<file path="src/rtl/seq_divider.sv">
// Multi-cycle restoring shift-subtract divider, one quotient bit per clock, one op in flight.
// Latency: out_valid rises WIDTH edges after accept (divisor != 0), or on the accept edge itself (divisor == 0).
// Backpressure: result held in DONE until out_ready; in_ready is registered and rises on the DONE -> IDLE edge.
//
// Ports: clk/rst (sync active-high), in_valid/in_ready + dividend/divisor (request side),
//        out_valid/out_ready + quotient/remainder/div_by_zero (result side).
// Optional feature: define SEQ_DIVIDER_SIGNED_EN for two's-complement operands and results.
module seq_divider #(
    parameter int WIDTH = 8,
    parameter int CNT_W = $clog2(WIDTH + 1)
) (
    input  logic             clk,
    input  logic             rst,
    input  logic             in_valid,
    output logic             in_ready,
    input  logic [WIDTH-1:0] dividend,
    input  logic [WIDTH-1:0] divisor,
    output logic             out_valid,
    input  logic             out_ready,
    output logic [WIDTH-1:0] quotient,
    output logic [WIDTH-1:0] remainder,
    output logic             div_by_zero
);

    typedef enum logic [1:0] {
        IDLE = 2'd0,
        CALC = 2'd1,
        DONE = 2'd2
    } state_t;

    state_t           state;
    logic [WIDTH-1:0] r_q;      // partial remainder
    logic [WIDTH-1:0] q_q;      // dividend shifting out / quotient shifting in
    logic [WIDTH-1:0] d_q;      // divisor (magnitude in signed builds)
    logic [CNT_W-1:0] cnt;

    logic [WIDTH:0]   t;
    logic             ge;
    logic [WIDTH-1:0] r_nxt;
    logic [WIDTH-1:0] q_nxt;
    logic [WIDTH-1:0] q_fin;
    logic [WIDTH-1:0] r_fin;
    logic [WIDTH-1:0] a_op;
    logic [WIDTH-1:0] b_op;

    // The trial value keeps the full partial remainder plus one extra bit:
    // with a divisor above 2^(WIDTH-1) the remainder MSB can be set, and
    // dropping it would corrupt the compare.
    always_comb begin
        t     = {r_q, q_q[WIDTH-1]};
        ge    = (t >= {1'b0, d_q});
        r_nxt = ge ? (t[WIDTH-1:0] - d_q) : t[WIDTH-1:0];
        q_nxt = {q_q[WIDTH-2:0], ge};
    end

`ifdef SEQ_DIVIDER_SIGNED_EN
    logic neg_a;
    logic neg_b;

    // Iterate on magnitudes; the most-negative value maps onto itself, which
    // is still the correct unsigned magnitude, so -MIN / -1 wraps naturally.
    always_comb begin
        a_op  = dividend[WIDTH-1] ? -dividend : dividend;
        b_op  = divisor[WIDTH-1]  ? -divisor  : divisor;
        q_fin = (neg_a ^ neg_b) ? -q_nxt : q_nxt;
        r_fin = neg_a ? -r_nxt : r_nxt;
    end

    always_ff @(posedge clk) begin
        if (rst) begin
            neg_a <= 1'b0;
            neg_b <= 1'b0;
        end else if (state == IDLE && in_valid) begin
            neg_a <= dividend[WIDTH-1];
            neg_b <= divisor[WIDTH-1];
        end
    end
`else
    assign a_op  = dividend;
    assign b_op  = divisor;
    assign q_fin = q_nxt;
    assign r_fin = r_nxt;
`endif

    always_ff @(posedge clk) begin
        if (rst) begin
            state       <= IDLE;
            in_ready    <= 1'b1;
            out_valid   <= 1'b0;
            quotient    <= '0;
            remainder   <= '0;
            div_by_zero <= 1'b0;
            cnt         <= '0;
            r_q         <= '0;
            q_q         <= '0;
            d_q         <= '0;
        end else begin
            case (state)
                IDLE: begin
                    if (in_valid) begin
                        r_q      <= '0;
                        q_q      <= a_op;
                        d_q      <= b_op;
                        cnt      <= '0;
                        in_ready <= 1'b0;
                        if (divisor == '0) begin
                            // No iterations needed: publish the flagged result now.
                            state       <= DONE;
                            out_valid   <= 1'b1;
                            quotient    <= '1;
                            remainder   <= dividend;
                            div_by_zero <= 1'b1;
                        end else begin
                            state <= CALC;
                        end
                    end
                end
                CALC: begin
                    r_q <= r_nxt;
                    q_q <= q_nxt;
                    cnt <= cnt + 1'b1;
                    if (cnt == CNT_W'(WIDTH - 1)) begin
                        state       <= DONE;
                        out_valid   <= 1'b1;
                        quotient    <= q_fin;
                        remainder   <= r_fin;
                        div_by_zero <= 1'b0;
                    end
                end
                DONE: begin
                    if (out_ready) begin
                        state     <= IDLE;
                        out_valid <= 1'b0;
                        in_ready  <= 1'b1;
                    end
                end
                default: begin
                    state     <= IDLE;
                    out_valid <= 1'b0;
                    in_ready  <= 1'b1;
                end
            endcase
        end
    end

endmodule
</file>
<file path="config.mk">
export PLATFORM = sky130hd
export DESIGN_NAME = seq_divider
export DESIGN_NICKNAME = d
export VERILOG_FILES = /design/src/rtl/seq_divider.sv
export SDC_FILE = /design/constraint.sdc
export NUM_CORES = 1
export LEC_CHECK = 0
export BUFFER_PORTS_ARGS = -buffer_cell sky130_fd_sc_hd__buf_2
export CAP_MARGIN = 20
export CORE_MARGIN = 2
export CORE_UTILIZATION = 35
export DETAILED_ROUTE_END_ITERATION = 8
export SETUP_SLACK_MARGIN = 0.5
export SYNTH_ARGS = -nofsm -noshare
export SYNTH_HDL_FRONTEND = slang
export SYNTH_SLANG_ARGS = --single-unit
</file>
<file path="constraint.sdc">
create_clock -name clk -period 5.9 [get_ports clk]
set_input_delay 0.59 -clock clk [delete_from_list [all_inputs] [get_ports clk]]
set_output_delay 0.59 -clock clk [all_outputs]
set_load 0.03 [all_outputs]
</file>
== Word-level counts from Yosys, hierarchy flattened ==
Index checks and enable logic that the tools add are counted.

* Bits in registers: 49

* $add $sub $neg: 2
* Magnitude comparators: 1
* Reduce and logical (&&, ||, !) cells: 9
* Bitwise gates (word level): 1
* Equality and inequality tests: 7
* Multiplexer cells: 30

{| class="wikitable"
|+ Operator list
! cell !! number
|-
| 8-bit two-way mux || 9
|-
| 8-bit case mux with 2 select lines || 4
|-
| 9-bit by 8-bit >= comparator with 1-bit output || 1
|-
| 8-bit logical NOT || 1
|-
| 2-bit two-way mux || 4
|-
| 2-bit != test (second input constant) || 4
|-
| 4-bit case mux with 2 select lines || 1
|-
| 4-bit AND reduction || 2
|-
| 8-bit subtractor || 1
|-
| 1-bit two-way mux || 7
|-
| 1-bit case mux with 3 select lines || 2
|-
| 2-bit case mux with 3 select lines || 1
|-
| 3-bit AND reduction || 2
|-
| 4-bit by 1-bit adder with 4-bit output (second input constant) || 1
|-
| 4-bit by 3-bit == test with 1-bit output (second input constant) || 1
|-
| 4-bit two-way mux || 1
|-
| 2-bit AND reduction || 2
|-
| 2-bit by 1-bit == test with 1-bit output (second input constant) || 1
|-
| 2-bit == test (second input constant) || 1
|-
| 2-bit logical NOT || 1
|-
| 1-bit case mux with 2 select lines || 1
|-
| 2-bit nonzero test || 1
|-
| 1-bit inverter || 1
|}

== Longest topological paths before layout ==
Gate-level depths: netlist (run 1).

* Word-level depth: 4
* Mapped depth: 9

== Worst setup path after synthesis (run 1) ==
Ideal clock, no wire load.

* Path kind: register to register
* Start point: register d_q[6]
* End point: register remainder[1]
* Stages on the path, launching flop included: 9
* Required time: 5764 ps
* Arrival time: 1808 ps
* Path buffers: 1
* Setup slack: 3956 ps
* Period minus slack after synthesis: 1944 ps
* Library setup time: 136 ps
* Path through: dfxtp_1 > inv_1 > ha_1 > a21o_1 > and2_1 > or3_1 > clkbuf_1 > o211ai_1 > a41oi_1

* Longest elaborated chain between the ends: 4

{| class="wikitable"
|+ RTL lines
! element !! line !! RTL
|-
| start: declaration || 34 || <nowiki>logic [WIDTH-1:0] d_q;</nowiki>
|-
| start signal: assignment || 103 || <nowiki>d_q <= b_op;</nowiki>
|-
| 9-bit by 8-bit >= comparator with 1-bit output || 51 || <nowiki>ge = (t >= {1'b0, d_q});</nowiki>
|-
| 8-bit two-way mux || 52 || <nowiki>r_nxt = ge ? (t[WIDTH-1:0] - d_q) : t[WIDTH-1:0];</nowiki>
|-
| 8-bit two-way mux || 122 || <nowiki>if (cnt == CNT_W'(WIDTH - 1)) begin</nowiki>
|-
| 8-bit case mux with 2 select lines || 98 || <nowiki>case (state)</nowiki>
|-
| end signal: assignment || 111 || <nowiki>remainder <= dividend;</nowiki>
|-
| end signal: assignment || 126 || <nowiki>remainder <= r_fin;</nowiki>
|-
| end: declaration || 21 || <nowiki>output logic [WIDTH-1:0] remainder,</nowiki>
|}

No other way between the ends. The select of a mux whose other input is x is not followed.
A chain may end at the register's enable or synchronous reset.

== Final worst setup path (run 1) ==
* Start point: register state[0]
* End point: register remainder[7]

* Longest elaborated chain between the ends: 3

{| class="wikitable"
|+ RTL lines
! element !! line !! RTL
|-
| start: declaration || 31 || <nowiki>state_t state;</nowiki>
|-
| start signal: assignment || 87 || <nowiki>state <= IDLE;</nowiki>
|-
| start signal: assignment || 108 || <nowiki>state <= DONE;</nowiki>
|-
| start signal: assignment || 114 || <nowiki>state <= CALC;</nowiki>
|-
| 2-bit by 1-bit == test with 1-bit output or 2-bit logical NOT (tied branches) || 98 ||
|-
| 2-bit != test (no line) or 2-bit nonzero test (tied branches) || -- ||
|-
| 4-bit AND reduction (no line) || -- ||
|}

Several ways; a longest one is shown, not always the timed one.

==> summary.md, run 1 <==
| Metric | Value |
|---|---|
| Worst Max-Slew Pin Slew | 1080 ps |
| CTS tree | done |
| ANT cells | 0 |
| Syn Inst Count | 300 |
| Setup TNS | 0 ps |
| Die Ht | 89.29 um |
| CTS resizes | 0 |
| Detailed Place HPWL | 4454 um |
| # rows | 31 |
| Final setup viols | 0 |
| Crit path largest cell delay | 880 ps |
| Area delta synth->final | 12.04% |
| First-pass GRT wire length | 10230 um |
| HP Start | out_valid |
| Vias | 2303 |
| Slew Limit Fails | 0 |
| Syn_nets | 330 |
| CTS Buf Count | 5 |
| Share of layout cells above drive strength 1 | 0.1890 |
| Drt total wl | 6136 um |
| Vias per std cell | 5.393 |
| Crit path DAT | 3160 ps |
| Crit. End Element | flip-flop |
| RSZ-0062 raised after global routing | false |
| Peak supply drop | 0.1358 mV |
| Synth async-reset ratio | 0 |
| CP max FO | 28 |
| Fin nets | 359 |
| Largest net degree at the start of global routing | 43 |
| CP required | 6110 ps |
| Slew HR | 0.2800 |
| Buffers on Ports | 38 |
| Seq/Total Area, Yosys | 0.3853 |
| Max-cap violations | 0 |
| #FFs+latches synth | 49 |
| Ys Warns | 0 |
| Worst r2r src | state[0] |
| CTS Hold Buffers Added | 0 |
| Critical Path Start | state[0] |
| Initial DRT Pass Iterations | 5 |
| Num ports | 39 |
| Outcome | complete, no violations |
| Die Area | 7973 um^2 |
| Clock root buffer | clkbuf_8 |
| GR Util All Layers | 0.1620 |
| Period utilization | 0.4999 |
| Clock slew at reported path FFs | 90 ps |
| Core area | 7137 um^2 |
| Most used DFF post-synth | dfxtp_1 |
| Max clock buf depth | 2 |
| Max Freq | 339.0 MHz |
| Post-synthesis cell type count | 61 |
| ANT nets after route | 0 |
| Gpl congestion | 0.8227 |
| Worst setup SP type | flip-flop |
| Final clock skew | 8.113 ps |
| Dpl cell area | 2771 um^2 |
| Worst-Skew Late Latency | 300 ps |
| Initial Utilization | 0.3568 |
| CP Class | flip-flop to flip-flop |
| DR iter-0 viols | 131 |
| Crit-path cells | nand2b_1, nor2_1, or2_1, o21ai_1, a311oi_2 |
| Post-synthesis cell area | 2546 um^2 |
| WL/cell | 14.37 um |
| Critical path's slowest cell | or2_1 |
| Sw frac | 0.3319 |
| DRC viols | 0 |
| GR Overflow Total | 0 |
| Leak | 1.108 nW |
| Setup Buffers After CTS | 0 |
| Vias in the first global route | 2091 |
| Comb power frac | 0.275 |
| Switching power | 0.2497 mW |
| Crit path time final | 2950 ps |
| Hold Violations, Final | 0 |
| Clock power share | 0.243 |
| WHS | 455.8 ps |
| Avg Cell Area, Syn | 8.487 um^2 |
| Type of the worst min-delay path | flip-flop to flip-flop |
| Cell Int Power | 0.5026 mW |
| PD cells | 263.7 nW/um^2 |
| # clock sinks | 49 |
| Post-synth EDFFs | 0 |
| Power share of the sequential group | 0.482 |
| Initial antenna violation count | 0 |
| Final Instance Area | 2853 um^2 |
| CTS H-tree depth | 2 |
| Die X | 89.29 um |
cell type report:
type | instances | area, um^2
Fill cell | 767 | 4284
Multi-Input combinational cell | 217 | 1405
Sequential cell | 49 | 980.9
Timing Repair Buffer | 41 | 212.7
Tap cell | 99 | 123.9
Clock buffer | 5 | 68.82
Inverter | 15 | 56.30
Clock inverter | 1 | 5.005
synthesized netlist by cell type, types with 2 or more instances:
library cell / n / area [um^2]
nor3_1: 5 / 25.02
nor2_1: 47 / 176.4
o21ai_0: 10 / 50.05
a41oi_1: 4 / 35.03
buf_2: 2 / 10.01
or3_1: 2 / 12.51
a2111oi_0: 2 / 17.52
a211oi_2: 7 / 87.58
a31oi_1: 7 / 43.79
o211ai_1: 6 / 45.04
o21ai_1: 5 / 25.02
o41ai_1: 2 / 17.52
nand3_1: 5 / 25.02
nor4_1: 2 / 12.51
xor2_1: 3 / 26.28
a311oi_1: 5 / 43.79
inv_1: 15 / 56.30
nand4_1: 6 / 37.54
a21oi_1: 23 / 115.1
dfxtp_1: 49 / 980.9
xnor2_1: 2 / 17.52
nand2_1: 21 / 78.83
clkbuf_1: 11 / 41.29
ha_1: 9 / 112.6
a21o_1: 2 / 15.01
buf_4: 3 / 22.52
and2_1: 2 / 12.51
a211oi_1: 8 / 60.06
nand3b_1: 3 / 22.52
cell families after synthesis:
group | after synthesis | share of synthesized area
muxes | 1 | 0.003931
and+or+nand+nor | 104 | 0.1980
adders and majority gates | 10 | 0.05209
DFF | 49 | 0.3853
buffers and inverters | 34 | 0.06289
AOI/OAI and AO/OA | 97 | 0.2806
xor gates and xnor gates | 5 | 0.01720
cell usage in the layout, fill, tap and decap left out, drive strengths merged, types with 2 or more instances in the layout:
cell type	instances
dfxtp	49
nor2	47
buf	41
a21oi	23
nand2	21
inv	15
o21ai	15
a211oi	15
ha	9
a31oi	8
o211ai	6
nand4	6
nor3	6
a311oi	6
nand3	5
clkbuf	5
a41oi	5
xor2	3
nand3b	3
and2	2
a21o	2
or3	2
o41ai	2
nor4	2
a2111oi	2
xnor2	2
or2	2
a31o	2
nor3b	2
and3	2
layer usage:
layer / GRT usage / routed length (um) / up-vias
met4: 0.02714 / 38 / 0
met2: 0.2424 / 2624 / 79
met1: 0.2466 / 3108 / 1059
li1: - / - / 1156
met5: 0 / 0 / -
met3: 0.02862 / 364 / 9
final timing paths:
| path | to | slack (ps) | cells after the start |
|---|---|---|---|
| worst max register to register | remainder[7] | 2950 | 5 |
| worst min-delay path | out_valid | 460 | 2 |
| worst min register to register | out_valid | 460 | 2 |
| worst max-delay path | remainder[7] | 2950 | 5 |
power by group through the flow:
| stage | Combinational, mW | Clock [mW] | Sequential (mW) |
|---|---|---|---|
| 6_report | 0.207 | 0.183 | 0.363 |
| 5_1_grt | 0.231 | 0.205 | 0.365 |
| 3_3_place_gp | 0.204 | 0 | 0.370 |
| 3_5_place_dp | 0.205 | 0 | 0.370 |
| 2_1_floorplan | 0.160 | 0 | 0.367 |
| 4_1_cts | 0.205 | 0.189 | 0.363 |
sequential cells by signal (all words and copies together), names as in the netlist:
| register | cells |
|---|---|
| div_by_zero | 1 |
| state | 2 |
| quotient | 8 |
| out_valid | 1 |
| q_q | 8 |
| d_q | 8 |
| r_q | 8 |
| remainder | 8 |
| in_ready | 1 |
| cnt | 4 |
metrics by stage:
stage / util / power [mW] / setup slack, ps / std cells
2_1_floorplan: - / 0.5274 / 3956 / 300
3_3_place_gp: 0.3883 / 0.5736 / 3046 / 420
3_5_place_dp: 0.3883 / 0.5750 / 2922 / 420
4_1_cts: 0.3987 / 0.7570 / 3017 / 426
5_1_grt: 0.3997 / 0.8012 / 2655 / 427
6_report: 0.3997 / 0.7523 / 2950 / 427
worst max-delay path, delay by kind of cell, from the launching register on:
kind,cells,cell delay [ps]
and+or+nand+nor,3,1860
DFF,1,560
AOI/OAI and AO/OA,2,450
Power figures use the tool's default switching activity.
==> run 2, diff against run 1 <==
ABC_AREA = 1   (was not set)
clock period = 2.5 ns   (was 5.9 ns; I/O delays follow)
==> run 2 against run 1 <==
Maximum frequency rose by 62%. Non-clock buffer count rose by 3. Register-to-register slack got worse by 2300 ps. Final area rose by 11%. Critical path depth rose by 4. Count of clock-buffer cells in the layout did not move. Combinational power rose to 5.4 times the previous value. Sequential share of layout area fell by 3.5 points. First-iteration DRC count fell by 1.5%. Hold slack got worse by 250 ps. Global-route usage fell by 0.11 points. Critical endpoint is now remainder[3]. Highest routed layer unchanged.
==> summary.md, run 2 <==
| Metric | Value |
|---|---|
| Outcome | complete, no violations |
| Syn_nets | 429 (+30%) |
| Main combinational cell family by area after synthesis | simple AND/OR/NAND/NOR gates |
| Peak supply drop | 0.3312 mV (+140%) |
| Max clock buf depth | 2 (unchanged) |
| Type of the worst min-delay path | input port to flip-flop |
| # clock sinks | 49 (unchanged) |
| Period utilization | 0.7299 (+0.2300) |
| CTS Hold Buffers Added | 0 (unchanged) |
| # rows | 31 (unchanged) |
| Mux contribution to synthesized area | 0 (-0.003931) |
| Post-synth top area cell | dfxtp_1 |
| Critical path's slowest cell | dfxtp_1 |
| Slew HR | 0.4857 (+0.2056) |
| Leak | 1.601 nW (+44%) |
| #FFs+latches synth | 49 (unchanged) |
| Synth async-reset ratio | 0 (unchanged) |
| CTS tree | done |
| Total power | 2.621 mW (+250%) |
| RSZ-0062 raised after global routing | false |
| Synth Area in Adders | 0.04956 (-0.002533) |
| WL/cell | 12.31 um (-14%) |
| Post-synthesis cell area | 2676 um^2 (+5.1%) |
| Slew Limit Fails | 0 (unchanged) |
| Max-cap violations | 0 (unchanged) |
| ANT cells | 0 (unchanged) |
| Drt total wl | 6599 um (+7.5%) |
| Worst setup SP type | flip-flop |
| Detailed Place HPWL | 4619 um (+3.7%) |
| Most frequent cells in the layout | 79 x inv_1, 79 x nand2_1, 49 x dfxtp_1 |
| Max Freq | 548.0 MHz (+62%) |
| Initial Utilization | 0.3651 (+0.008312) |
| Crit path largest cell delay | 360 ps (-520 ps) |
| Initial DRT Pass Iterations | 4 (-1) |
| Num ports | 39 (unchanged) |
| Setup TNS | 0 ps (unchanged) |
| Final Instance Area | 3173 um^2 (+11%) |
| Compound-Gate Fraction of Synth Area | 0.1318 (-0.1488) |
| GR Overflow Total | 0 (unchanged) |
| Vias | 2614 (+14%) |
| Worst-Skew Late Latency | 300 ps (about the same) |
| Share of the synthesized area in the top cell type | 0.3665 (-0.01873) |
| ANT nets after route | 0 (unchanged) |
| Sequential Area | 980.9 um^2 (unchanged) |
| Clock root buffer | clkbuf_8 |
| Most used DFF post-synth | dfxtp_1 |
| Post-synth EDFFs | 0 (unchanged) |
| Vias per std cell | 4.877 (-9.6%) |
| CP required | 2700 ps (-3410 ps) |
| Final setup viols | 0 (unchanged) |
| Core area | 7331 um^2 (+2.7%) |
| Post-synthesis cell type count | 28 (-54%) |
| DRC viols | 0 (unchanged) |
| GR Util All Layers | 0.1608 (-0.001146) |
| Vias in the first global route | 2365 (+13%) |
| CP max FO | 21 (-25%) |
| Crit path time final | 1825 ps (-1125 ps) |
| Final clock skew | 5.356 ps (-2.757 ps) |
| Die X | 91.45 um (+2.4%) |
| Area delta synth->final | 18.56% |
| First-pass GRT wire length | 11050 um (+8.0%) |
| Simple-gate share of the synthesized area | 0.3011 (+0.1030) |
| Gpl congestion | 0.8076 (-1.8%) |
| Finished Core Util | 0.4328 (+0.03312) |
| Clock slew at reported path FFs | 90 ps (about the same) |
| Crit-path cells | or2_4, nor2_8, nor2_4, clkinv_4, nand3_4, nor2_1, nand3_1, nand2_1, inv_1 |
| Seq/Total Area, Yosys | 0.3665 (-0.01873) |
| Synth top area cells | dfxtp_1 37%, inv_1 11%, nand2_1 11%, nand3_1 7.7%, a21oi_1 5.8% |
| Syn Inst Count | 399 (+33%) |
| Die Ht | 91.45 um (+2.4%) |
| Avg Cell Area, Syn | 6.708 um^2 (-21%) |
| Die Area | 8362 um^2 (+4.9%) |
| Crit. End Element | flip-flop |
| Share of layout cells above drive strength 1 | 0.1785 (-0.01053) |
| CP bufs+invs | 2 (+2) |
| Commonest cells in the netlist | 80 x inv_1, 79 x nand2_1, 49 x dfxtp_1 |
| CTS H-tree depth | 2 (unchanged) |
| FILL cells | 778 (+1.4%) |
| Fin nets | 467 (+30%) |
| PD cells | 826.1 nW/um^2 (+210%) |
| DR iter-0 viols | 129 (-1.5%) |
| Most frequent cell after synthesis | inv_1 |
| Hold Violations, Final | 0 (unchanged) |
| Initial antenna violation count | 0 (unchanged) |
| CTS Buf Count | 5 (unchanged) |
| WHS | 203.8 ps (-252.0 ps) |
| Largest net degree at the start of global routing | 30 (-30%) |
| Crit-path leading delay family | simple AND/OR/NAND/NOR gates |
| Ys Warns | 0 (unchanged) |
| Dpl cell area | 2944 um^2 (+6.2%) |
| Multi-input gate area | 1413 um^2 (+0.53%) |
| Worst Max-Slew Pin Slew | 766.4 ps (-313.6 ps) |
| CP Class | flip-flop to flip-flop |
| Crit path DAT | 2030 ps (-1130 ps) |
| XOR/XNOR share of the synthesized area | 0.009818 (-0.007381) |
| Buffers on Ports | 38 (unchanged) |
-- run 2: metal layers --
metal	track usage	wire length, um	up-vias
met5	0	0	-
li1	-	-	1351
met2	0.2549	3041	59
met4	0.04545	59	0
met3	0.02739	268	5
met1	0.2242	3230	1199
-- run 2: cell type report --
class | instances | area share
clock buffer | 5 | 0.02169
clock inverter | 2 | 0.01104
inverter | 81 | 0.09858
multi-input combinational | 256 | 0.4452
sequential | 49 | 0.3091
tap | 99 | 0.03904
timing repair buffer | 44 | 0.07532
-- run 2: power breakdown --
group	total, mW	internal, mW	switching, mW
clock	0.547	0.291	0.256
sequential	0.959	0.884	0.0750
combinational	1.11	0.392	0.723
-- run 2: repair_timing --
action | CTS | global route
resized for setup | 1 | 15
endpoints found under the setup margin | 19 | 26
pin swaps | 1 | 3
gates cloned | 1 | 1
endpoints found under the hold margin | 0 | 0
setup buffers | 0 | 3
-- run 2: logic make-up (layout without fill, tap and decap cells) --
logic type / after synthesis / in the layout
buffers and inverters: 96 / 132
flip-flops: 49 / 49
AND/OR/NAND/NOR: 173 / 175
AO/OA/AOI/OAI: 68 / 68
adder cells (fa/ha/maj): 10 / 10
XOR/XNOR: 3 / 3
-- run 2: final timing paths --
| kind | start | slack, ps | endpoint | cells after the start |
|---|---|---|---|---|
| worst min-delay path | divisor[6] | 200 | d_q[6] | 3 |
| worst min register to register | quotient[5] | 440 | quotient[5] | 2 |
| worst max-delay path | state[1] | 680 | remainder[3] | 9 |
| worst max register to register | state[1] | 680 | remainder[3] | 9 |
-- run 2: per-stage QoR --
| step | std cells | setup slack [ps] |
|---|---|---|
| floorplan | 399 | 845.8 |
| finish | 536 | 675.2 |
| CTS | 532 | 506.9 |
| global route | 536 | 498.6 |
| detailed placement | 524 | 337.8 |
| global placement | 524 | 456.9 |
-- run 2: worst reg2reg max path, cell delays in order (launching register included) --
cell and delay (ps):
dfxtp_1 360, or2_4 290, nor2_8 200, nor2_4 120
clkinv_4 160, nand3_4 160, nor2_1 210, nand3_1 120
nand2_1 70, inv_1 30
